===== src/rtl/vc_arb_pkg.sv =====
// ============================================================================
// Module   : vc_arb_pkg
// Brief    : Shared encodings and constants for the VC FIFO arbiter.
// Revision : 1.0
// ============================================================================
`default_nettype none

package vc_arb_pkg;

  localparam int NUM_VC = 4;
  localparam int DEST_W = 2;

  typedef enum logic [1:0] {
    ST_IDLE  = 2'b00,
    ST_RUN   = 2'b01,
    ST_PAUSE = 2'b10
  } state_t;

  function automatic logic [DEST_W-1:0] oh2idx(input logic [NUM_VC-1:0] oh);
    logic [DEST_W-1:0] idx;
    idx = '0;
    for (int i = 0; i < NUM_VC; i++) begin
      if (oh[i]) idx = DEST_W'(i);
    end
    return idx;
  endfunction

endpackage

`default_nettype wire


===== src/rtl/rr_picker.sv =====
// ============================================================================
// Module   : rr_picker
// Brief    : Combinational 4-way rotate-priority picker; ptr has top priority.
// Revision : 1.0
// ============================================================================
`default_nettype none

module rr_picker
  import vc_arb_pkg::*;
(
  input  logic [NUM_VC-1:0] eligible,
  input  logic [DEST_W-1:0] ptr,
  output logic [NUM_VC-1:0] grant,
  output logic              valid
);

  logic [DEST_W-1:0] w_idx;

  // Walk from the farthest offset down so the entry nearest ptr overrides.
  always_comb begin
    grant = '0;
    w_idx = '0;
    for (int k = NUM_VC - 1; k >= 0; k--) begin
      w_idx = ptr + DEST_W'(k);
      if (eligible[w_idx]) begin
        grant        = '0;
        grant[w_idx] = 1'b1;
      end
    end
  end

  assign valid = |eligible;

endmodule

`default_nettype wire


===== src/rtl/vc_fifo_arbiter.sv =====
// ============================================================================
// Module   : vc_fifo_arbiter
// Brief    : Drains four VC FIFOs into four destination FIFOs, 2-cycle pop-to-
//            push pipeline, global pause. ARB_STRICT_PRIORITY_EN: fixed VC0-first.
// Revision : 1.0
// ============================================================================
`default_nettype none

module vc_fifo_arbiter #(
  parameter int BITNUMBER = 8,
  parameter int NUM_VC    = 4
) (
  input  logic                        clk,
  input  logic                        reset,
  input  logic                        enable,
  input  logic [NUM_VC*BITNUMBER-1:0] vc_data_in,
  input  logic [NUM_VC-1:0]           vc_empty,
  input  logic [NUM_VC-1:0]           vc_almost_empty,
  output logic [NUM_VC-1:0]           vc_pop,
  input  logic [NUM_VC-1:0]           dst_full,
  input  logic [NUM_VC-1:0]           dst_almost_full,
  output logic [NUM_VC-1:0]           dst_push,
  output logic [BITNUMBER-1:0]        dst_data,
  output logic [1:0]                  state,
  output logic                        idle
);

  import vc_arb_pkg::*;

  state_t               r_state;
  state_t               w_next;
  logic [DEST_W-1:0]    w_ptr;
  logic [NUM_VC-1:0]    w_eligible;
  logic [NUM_VC-1:0]    w_grant;
  logic                 w_pick_valid;
  logic                 w_pause;
  logic                 w_do_pop;
  logic                 r_rd_valid;
  logic [NUM_VC-1:0]    r_rd_sel;
  logic [BITNUMBER-1:0] w_rd_word;
  logic [NUM_VC-1:0]    w_dest_oh;

  // A FIFO popped this cycle whose flags still say "one left" is really empty.
  assign w_eligible = ~vc_empty & ~(vc_pop & vc_almost_empty);
  assign w_pause    = |(dst_almost_full | dst_full);

  rr_picker u_picker (
    .eligible (w_eligible),
    .ptr      (w_ptr),
    .grant    (w_grant),
    .valid    (w_pick_valid)
  );

`ifdef ARB_STRICT_PRIORITY_EN
  assign w_ptr = '0;
`else
  logic [DEST_W-1:0] r_ptr;

  always_ff @(posedge clk or negedge reset) begin
    if (!reset) begin
      r_ptr <= '0;
    end else if (w_do_pop) begin
      r_ptr <= oh2idx(w_grant) + DEST_W'(1);
    end
  end

  assign w_ptr = r_ptr;
`endif

  always_comb begin
    w_next = r_state;
    case (r_state)
      ST_IDLE:  if (enable && !(&vc_empty)) w_next = ST_RUN;
      ST_RUN: begin
        if (!enable)            w_next = ST_IDLE;
        else if (w_pause)       w_next = ST_PAUSE;
        else if (!w_pick_valid) w_next = ST_IDLE;
      end
      ST_PAUSE: begin
        if (!enable)            w_next = ST_IDLE;
        else if (!w_pause)      w_next = ST_RUN;
      end
      default:                  w_next = ST_IDLE;
    endcase
  end

  // The pop is registered together with the state so vc_pop is only ever high in RUN.
  assign w_do_pop = (w_next == ST_RUN) && !w_pause && w_pick_valid;

  always_comb begin
    w_rd_word = '0;
    for (int i = 0; i < NUM_VC; i++) begin
      if (r_rd_sel[i]) w_rd_word = vc_data_in[i*BITNUMBER +: BITNUMBER];
    end
  end

  always_comb begin
    w_dest_oh = '0;
    w_dest_oh[w_rd_word[BITNUMBER-1 -: DEST_W]] = 1'b1;
  end

  always_ff @(posedge clk or negedge reset) begin
    if (!reset) begin
      r_state    <= ST_IDLE;
      vc_pop     <= '0;
      r_rd_valid <= 1'b0;
      r_rd_sel   <= '0;
      dst_push   <= '0;
      dst_data   <= '0;
      idle       <= 1'b1;
    end else begin
      r_state    <= w_next;
      vc_pop     <= w_do_pop ? w_grant : '0;
      r_rd_valid <= |vc_pop;
      r_rd_sel   <= vc_pop;
      dst_push   <= r_rd_valid ? w_dest_oh : '0;
      if (r_rd_valid) dst_data <= w_rd_word;
      idle       <= (w_next == ST_IDLE) && !(|vc_pop);
    end
  end

  assign state = r_state;

endmodule

`default_nettype wire


===== config.mk =====
export PLATFORM = sky130hd
export DESIGN_NAME = vc_fifo_arbiter
export DESIGN_NICKNAME = d
export VERILOG_FILES = /design/src/rtl/vc_arb_pkg.sv /design/src/rtl/rr_picker.sv /design/src/rtl/vc_fifo_arbiter.sv
export SDC_FILE = /design/constraint.sdc
export NUM_CORES = 1
export LEC_CHECK = 0
export CAP_MARGIN = 15
export CORE_MARGIN = 2
export CORE_UTILIZATION = 30
export CTS_CLUSTER_SIZE = 14
export DETAILED_ROUTE_END_ITERATION = 6
export HOLD_SLACK_MARGIN = 0.06
export PLACE_DENSITY = 0.64
export SETUP_SLACK_MARGIN = 0.4
export SLEW_MARGIN = 40
export SYNTH_ARGS = -nofsm -noshare
export SYNTH_HDL_FRONTEND = slang
export SYNTH_HIERARCHICAL = 1
export SYNTH_SLANG_ARGS = --single-unit

===== constraint.sdc =====
create_clock -name clk -period 3.05 [get_ports clk]
set_input_delay 0.61 -clock clk [delete_from_list [all_inputs] [get_ports clk]]
set_output_delay 0.61 -clock clk [all_outputs]
set_load 0.05 [all_outputs]

### Word-level counts from Yosys, hierarchy flattened

Cells that the tools add are included.
W data, S select, Z words.

* bits in registers: 26
* input port bits: 51
* logic and storage cells: 87

* equal/unequal tests: 3
* bitwise operators: 5
* add/subtract/negate cells: 4
* muxes and demuxes: 39
* reductions and logical operators: 18
* order comparisons: 10

Operator list (count)
* $mux W8: 4
* $mux W4: 6
* $mux W2: 9
* $lt A2 B3 Y1 const B: 5
* $reduce_or A4 Y1: 3
* $demux W1 S2: 5
* $ge A2 B1 Y1 const B: 5
* $mux W1: 10
* $logic_and A1 B1 Y1: 9
* $and A4 B4 Y4: 2
* $bmux W1 S2: 4
* $not A4 Y4: 2
* $pmux W2 S3: 1
* $add A2 B1 Y2 const B: 2
* $add A2 B2 Y2 const B: 2
* $eq A2 B1 Y1 const B: 2
* $logic_not A2 Y1: 2
* $or A4 B4 Y4: 1
* $reduce_and A4 Y1: 1
* $logic_not A1 Y1: 3
* $eq A2 B2 Y1 const B: 1

### Longest topological paths before layout

* word-level depth: 14
* mapped depth: 10
* mapped depth without buffers: 9

### Hierarchy

The synthesis kept the hierarchy.

Modules (own cells, without submodules)
* vc_fifo_arbiter: area each 1278.7 sq um, cells an instance 123, seq. area each 651.9 sq um, instances 1
* rr_picker: area each 419.2 sq um, cells an instance 48, seq. area each 0.0 sq um, instances 1

### Worst setup path before layout

No wires, ideal clock.

* path kind: register -> register
* from: reg vc_pop[1]
* to: reg r_ptr[0]
* stages on the path, launching flop included: 8
* required time: 2925 ps
* path slack: 763 ps
* data arrival time: 2161 ps
* buffers on the path: 0
* path through: dfrtp_1 -> a21oi_1 -> mux4_2 -> nor2b_2 -> nand2_1 -> a31oi_1 -> a21oi_1 -> mux2_4

* cells in the longest elaborated chain, start to end: 14
* elaborated cells between the ends (all ways): 28
* those cells by class: 1 x add/sub; 1 x eq/ne; 20 x mux; 3 x bitwise; 3 x reduce/logical

RTL lines
* start: declaration: RTL line vc_fifo_arbiter.sv:19 `output logic [NUM_VC-1:0] vc_pop,`
* start signal: assignment: RTL line vc_fifo_arbiter.sv:113 `vc_pop <= w_do_pop ? w_grant : '0;`
* $and A4 B4 Y4 *: RTL line vc_fifo_arbiter.sv:44 `assign w_eligible = ~vc_empty & ~(vc_pop & vc_almost_empty);`
* $not A4 Y4 *: RTL line vc_fifo_arbiter.sv:44
* $and A4 B4 Y4 *: RTL line vc_fifo_arbiter.sv:44
* net w_eligible[1]: RTL line vc_fifo_arbiter.sv:33 `logic [NUM_VC-1:0] w_eligible;`
* $bmux W1 S2: RTL line rr_picker.sv:25 `if (eligible[w_idx]) begin`
* $mux W1 (not written as such): RTL line rr_picker.sv:25
* $mux W4 (3 in series): RTL line rr_picker.sv:25
* $mux W4 *: RTL line rr_picker.sv:25
* net w_grant[1]: RTL line vc_fifo_arbiter.sv:34 `logic [NUM_VC-1:0] w_grant;`
* $mux W1 *: RTL line vc_arb_pkg.sv:23 `if (oh[i]) idx = DEST_W'(i);`
* $mux W2 * (2 in series): RTL line vc_arb_pkg.sv:23
* $mux W2 *: RTL line vc_fifo_arbiter.sv:62 `end else if (w_do_pop) begin`
* $add A2 B1 Y2 *: RTL line vc_fifo_arbiter.sv:63 `r_ptr <= oh2idx(w_grant) + DEST_W'(1);`
* end signal: assignment: RTL line vc_fifo_arbiter.sv:63
* end: declaration: RTL line vc_fifo_arbiter.sv:57 `logic [DEST_W-1:0] r_ptr;`

Mark *: on every way through the listed nets, which the timed path passes. The rest lies on a longest branch. The select of a mux whose other input is x is not followed.
A chain may end at the register's enable or synchronous reset.

### Worst setup path after layout

* from: in vc_almost_empty[1]
* to: reg r_ptr[0]

* cells in the longest elaborated chain, start to end: 14
* elaborated cells between the ends (all ways): 28
* those cells by class: 1 x add/sub; 1 x eq/ne; 20 x mux; 3 x bitwise; 3 x reduce/logical

RTL lines
* start: declaration: RTL line vc_fifo_arbiter.sv:18 `input logic [NUM_VC-1:0] vc_almost_empty,`
* $and A4 B4 Y4 *: RTL line vc_fifo_arbiter.sv:44
* $not A4 Y4 *: RTL line vc_fifo_arbiter.sv:44
* $and A4 B4 Y4 *: RTL line vc_fifo_arbiter.sv:44
* net w_eligible[1]: RTL line vc_fifo_arbiter.sv:33
* $bmux W1 S2: RTL line rr_picker.sv:25
* $mux W1 (not written as such): RTL line rr_picker.sv:25
* $mux W4 (3 in series): RTL line rr_picker.sv:25
* $mux W4 *: RTL line rr_picker.sv:25
* net w_grant[1]: RTL line vc_fifo_arbiter.sv:34
* $mux W1 *: RTL line vc_arb_pkg.sv:23
* $mux W2 * (2 in series): RTL line vc_arb_pkg.sv:23
* $mux W2 *: RTL line vc_fifo_arbiter.sv:62
* $add A2 B1 Y2 *: RTL line vc_fifo_arbiter.sv:63

Marked as above.

==> tab_implementation.tex <==
\begin{tabular}{lr}
\hline
Metric & Value \\
\hline
\multicolumn{2}{l}{\textbf{Status}} \\
Run status & completed \\
\multicolumn{2}{l}{\textbf{Timing}} \\
Number of failing setup endpoints in the final timing report & 0 \\
Clk\_skew & 0.00670 ns \\
RSZ-0062 raised after global routing & no \\
Final WS setup & between 0.6 and 0.7 ns \\
Sum Neg Setup Slack & 0 ns \\
Max Clk Rate & between 0.4 and 0.5 GHz \\
Max-slew violations & 0 \\
Transition at the pin with the smallest max-transition slack & $\sim$0.57 ns \\
Relative slew margins & 0.621 \\
Final Hold Slack & 0.459 ns \\
Post-layout minimum cycle time & 2.45 ns \\
Final worst path period share & 0.802 \\
Endpoints failing hold & 0 \\
\multicolumn{2}{l}{\textbf{Floorplanning}} \\
Effective utilization at floorplan & 0.310 \\
Chip Width & between 70 and 80 um \\
I/O pin cnt & 70 \\
\# rows & 27 \\
Total Die Area & 6280 um\^{}2 \\
Chip Height & around 79 um \\
Total core area & roughly 5500 um\^{}2 \\
\multicolumn{2}{l}{\textbf{Drt}} \\
Final routed wire length divided by cell count & approximately 13 um \\
Post-DR vias/cell & 4.86 \\
1st-iter DRT viols & between 40 and 50 \\
First-pass iteration count of the detailed router & 4 \\
Number of nets still failing antenna checks after routing & 0 \\
Vias & between 1500 and 2000 \\
Post-route DRC violation count & 0 \\
Final Routed Wirelength & $\sim$4200 um \\
\multicolumn{2}{l}{\textbf{Synth}} \\
Gate count of the mapped netlist & around 170 \\
FF+latch count, synth & 26 \\
Flip-flop cell with the highest count after synthesis & dfrtp\_1 \\
Largest area contributor in the netlist & dfrtp\_1 \\
Synth top area cells & dfrtp\_1 (37\%), ha\_1 (5.9\%), mux4\_2 (5.3\%), nand2\_1 (4.2\%), a31oi\_1 (3.3\%) \\
Unique cell type count in the Yosys netlist & 42 \\
Number of flops mapped to enable cells by yosys & 0 \\
Async S/R FF share, synth & 1.00 \\
Fraction of the yosys area taken by sequential cells & 0.384 \\
Synthesized net count & 230 \\
Summed instance area of the synthesized netlist & about 1700 um\^{}2 \\
Post-synthesis area per instance & approximately 9.9 um\^{}2 \\
Cell types with the highest counts after synthesis & dfrtp\_1 (25), nand2\_1 (19), nor2\_1 (15), inv\_1 (13), a21oi\_1 (11) \\
Leading cell type by number of instances after synthesis & dfrtp\_1 \\
Yosys warnings & 6 \\
Area fraction of the dominant cell type after synthesis & 0.368 \\
\multicolumn{2}{l}{\textbf{Cells and area}} \\
Share of post-route cells with drive strength above 1 & 0.113 \\
Post-route cell area & around 2500 um\^{}2 \\
Combined flip-flop and latch cell area & approximately 650 um\^{}2 \\
Fin nets & between 200 and 300 \\
Filler-free cell count of the finished design & $\sim$310 \\
Relative area change from synthesis to final layout & 48.1\% \\
Footprint of the multi-input gates & roughly 940 um\^{}2 \\
Diode insertion count for antenna repair & 0 \\
Fill cell total of the finished layout & about 530 \\
\multicolumn{2}{l}{\textbf{Placed design}} \\
DPL Wire Length & between 3000 and 4000 um \\
Number of port buffers & 69 \\
Placed instance area & around 2400 um\^{}2 \\
Cell count after placement & approximately 310 \\
Pre-CTS setup slack & roughly 0.31 ns \\
Routability cong. & between 0.7 and 0.8 \\
\multicolumn{2}{l}{\textbf{Worst setup path}} \\
Startpoint type of the worst setup path & input pin \\
Minimum setup slack among reg-to-reg paths & between 0.9 and 1 ns \\
Crit path arrival time & 2.61 ns \\
Worst Path Required & between 3 and 4 ns \\
Peak fanout along the critical path & 7 \\
CP endpoint kind & register \\
Category of the most critical setup path & in -> reg \\
\multicolumn{2}{l}{\textbf{Clock network}} \\
Number of H-tree branching levels & 1 \\
CTS tree & yes \\
Post-CTS setup-driven buffer insertion count & 0 \\
Number of buffers added by the clock tree synthesis step & 3 \\
Number of sinks handled by clock tree synthesis & 26 \\
Root cell of the clock tree & clkbuf\_8 \\
Post-CTS clock slew at the launch and capture registers of the worst setup and hold paths & 0.09 ns \\
Maximum count of clock buffers along a single path & 2 \\
Clock insertion delay at the later pin of the skew report & 0.27 ns \\
Post-CTS resize count & 0 \\
Number of buffers added to fix hold violations after cts & 0 \\
\multicolumn{2}{l}{\textbf{Global routing}} \\
GRT Overall Usage & 0.135 \\
Residual overflow from global routing & 0 \\
Pin count of the biggest net entering global routing & 27 \\
Vias in the first global route & approximately 1500 \\
Antenna violations before repair & 0 \\
First-pass GRT wire length & 6690 um \\
\multicolumn{2}{l}{\textbf{Power}} \\
Leakage power & about 1.0 nW \\
VDD IR max & $\sim$0.20 mV \\
Power per Cell Area & approximately 400 nW/um\^{}2 \\
\multicolumn{2}{l}{\textbf{Hold path}} \\
Worst hold-check path type & reg -> reg \\
\multicolumn{2}{l}{\textbf{Run}} \\
Max-cap viol count & 0 \\
\hline
\end{tabular}
cells by family (layout without fill, tap and decap cells):
group | after synthesis | after routing | synth area share
compound gates | 47 | 47 | 0.195
xor+xnor | 1 | 1 | 0.00516
fa+ha+maj | 8 | 8 | 0.0590
buf+inv | 21 | 89 | 0.0626
flops | 26 | 26 | 0.384
mux | 10 | 10 | 0.0943
simple gates | 58 | 58 | 0.200
power breakdown:
part           total, mW  leakage (nW)  switching [mW]  internal [mW]
logic              0.357         0.647           0.197          0.160
registers          0.392         0.325          0.0172          0.375
clock network      0.281        0.0357           0.106          0.176
total               1.03          1.01           0.320          0.711
placed cells by master (no fill, tap or decap), types with 3 or more instances in the layout:
master            n
a211o_1           5
a21oi_1          11
a221oi_1          6
a31oi_1           9
and2_2            5
buf_4             3
clkbuf_8          3
clkdlybuf4s50_1  69
dfrtp_1          25
ha_1              8
inv_1            13
mux2i_1           4
mux4_2            4
nand2_1          19
nand3b_1          3
nor2_1           15
o21ai_0           3
o22ai_1           5
path summary, 6_finish.rpt:
kind,startpoint,to,depth (start not counted)
setup / recovery,vc_almost_empty[1],r_ptr[0]$_DFFE_PN0P_,8
hold / removal,vc_pop[2]$_DFF_PN0_,r_rd_sel[2]$_DFF_PN0_,0
setup reg to reg,vc_pop[3]$_DFF_PN0_,r_ptr[1]$_DFFE_PN0P_,7
hold reg to reg,vc_pop[2]$_DFF_PN0_,r_rd_sel[2]$_DFF_PN0_,0
max in group asynchronous,reset,idle$_DFF_PN1_,2
min in group asynchronous,reset,dst_push[2]$_DFF_PN0_,2
through the flow:
step,utilization,total power [mW]
after global routing,0.460,1.08
after global placement,0.447,0.755
after CTS,0.460,1.04
after floorplan,-,0.606
after detailed placement,0.447,0.759
final,0.460,1.03
routing by layer:
layer	wire, um	global-route usage	share of wire
met5	0	0	0
met4	29	0.0310	0.0070
met3	263	0.0273	0.063
met2	1990	0.253	0.48
met1	1880	0.157	0.45
worst max-delay path, cell delays in order:
cell and delay (ns):
clkdlybuf4s50_1 0.46, a21oi_1 0.14, mux4_2 0.57, nor2b_2 0.17, nand2_1 0.07, a31oi_1 0.24
a21oi_1 0.10, mux2_4 0.25
sequential cells by signal, indices dropped and copies added, names as in the netlist:
register	count
dst_data	8
dst_push	4
r_rd_sel	4
vc_pop	4
r_ptr	2
state	2
idle	1
r_rd_valid	1
final cells by class:
type / count / area share
flip-flops and latches: 26 / 0.259
repair buffers: 72 / 0.284
multi-input cells: 124 / 0.374
clock buffers: 3 / 0.0164
inverters: 13 / 0.0194
clock inverters: 1 / 0.0119
well taps: 72 / 0.0358
No activity file was read; power rests on OpenSTA's default activity.
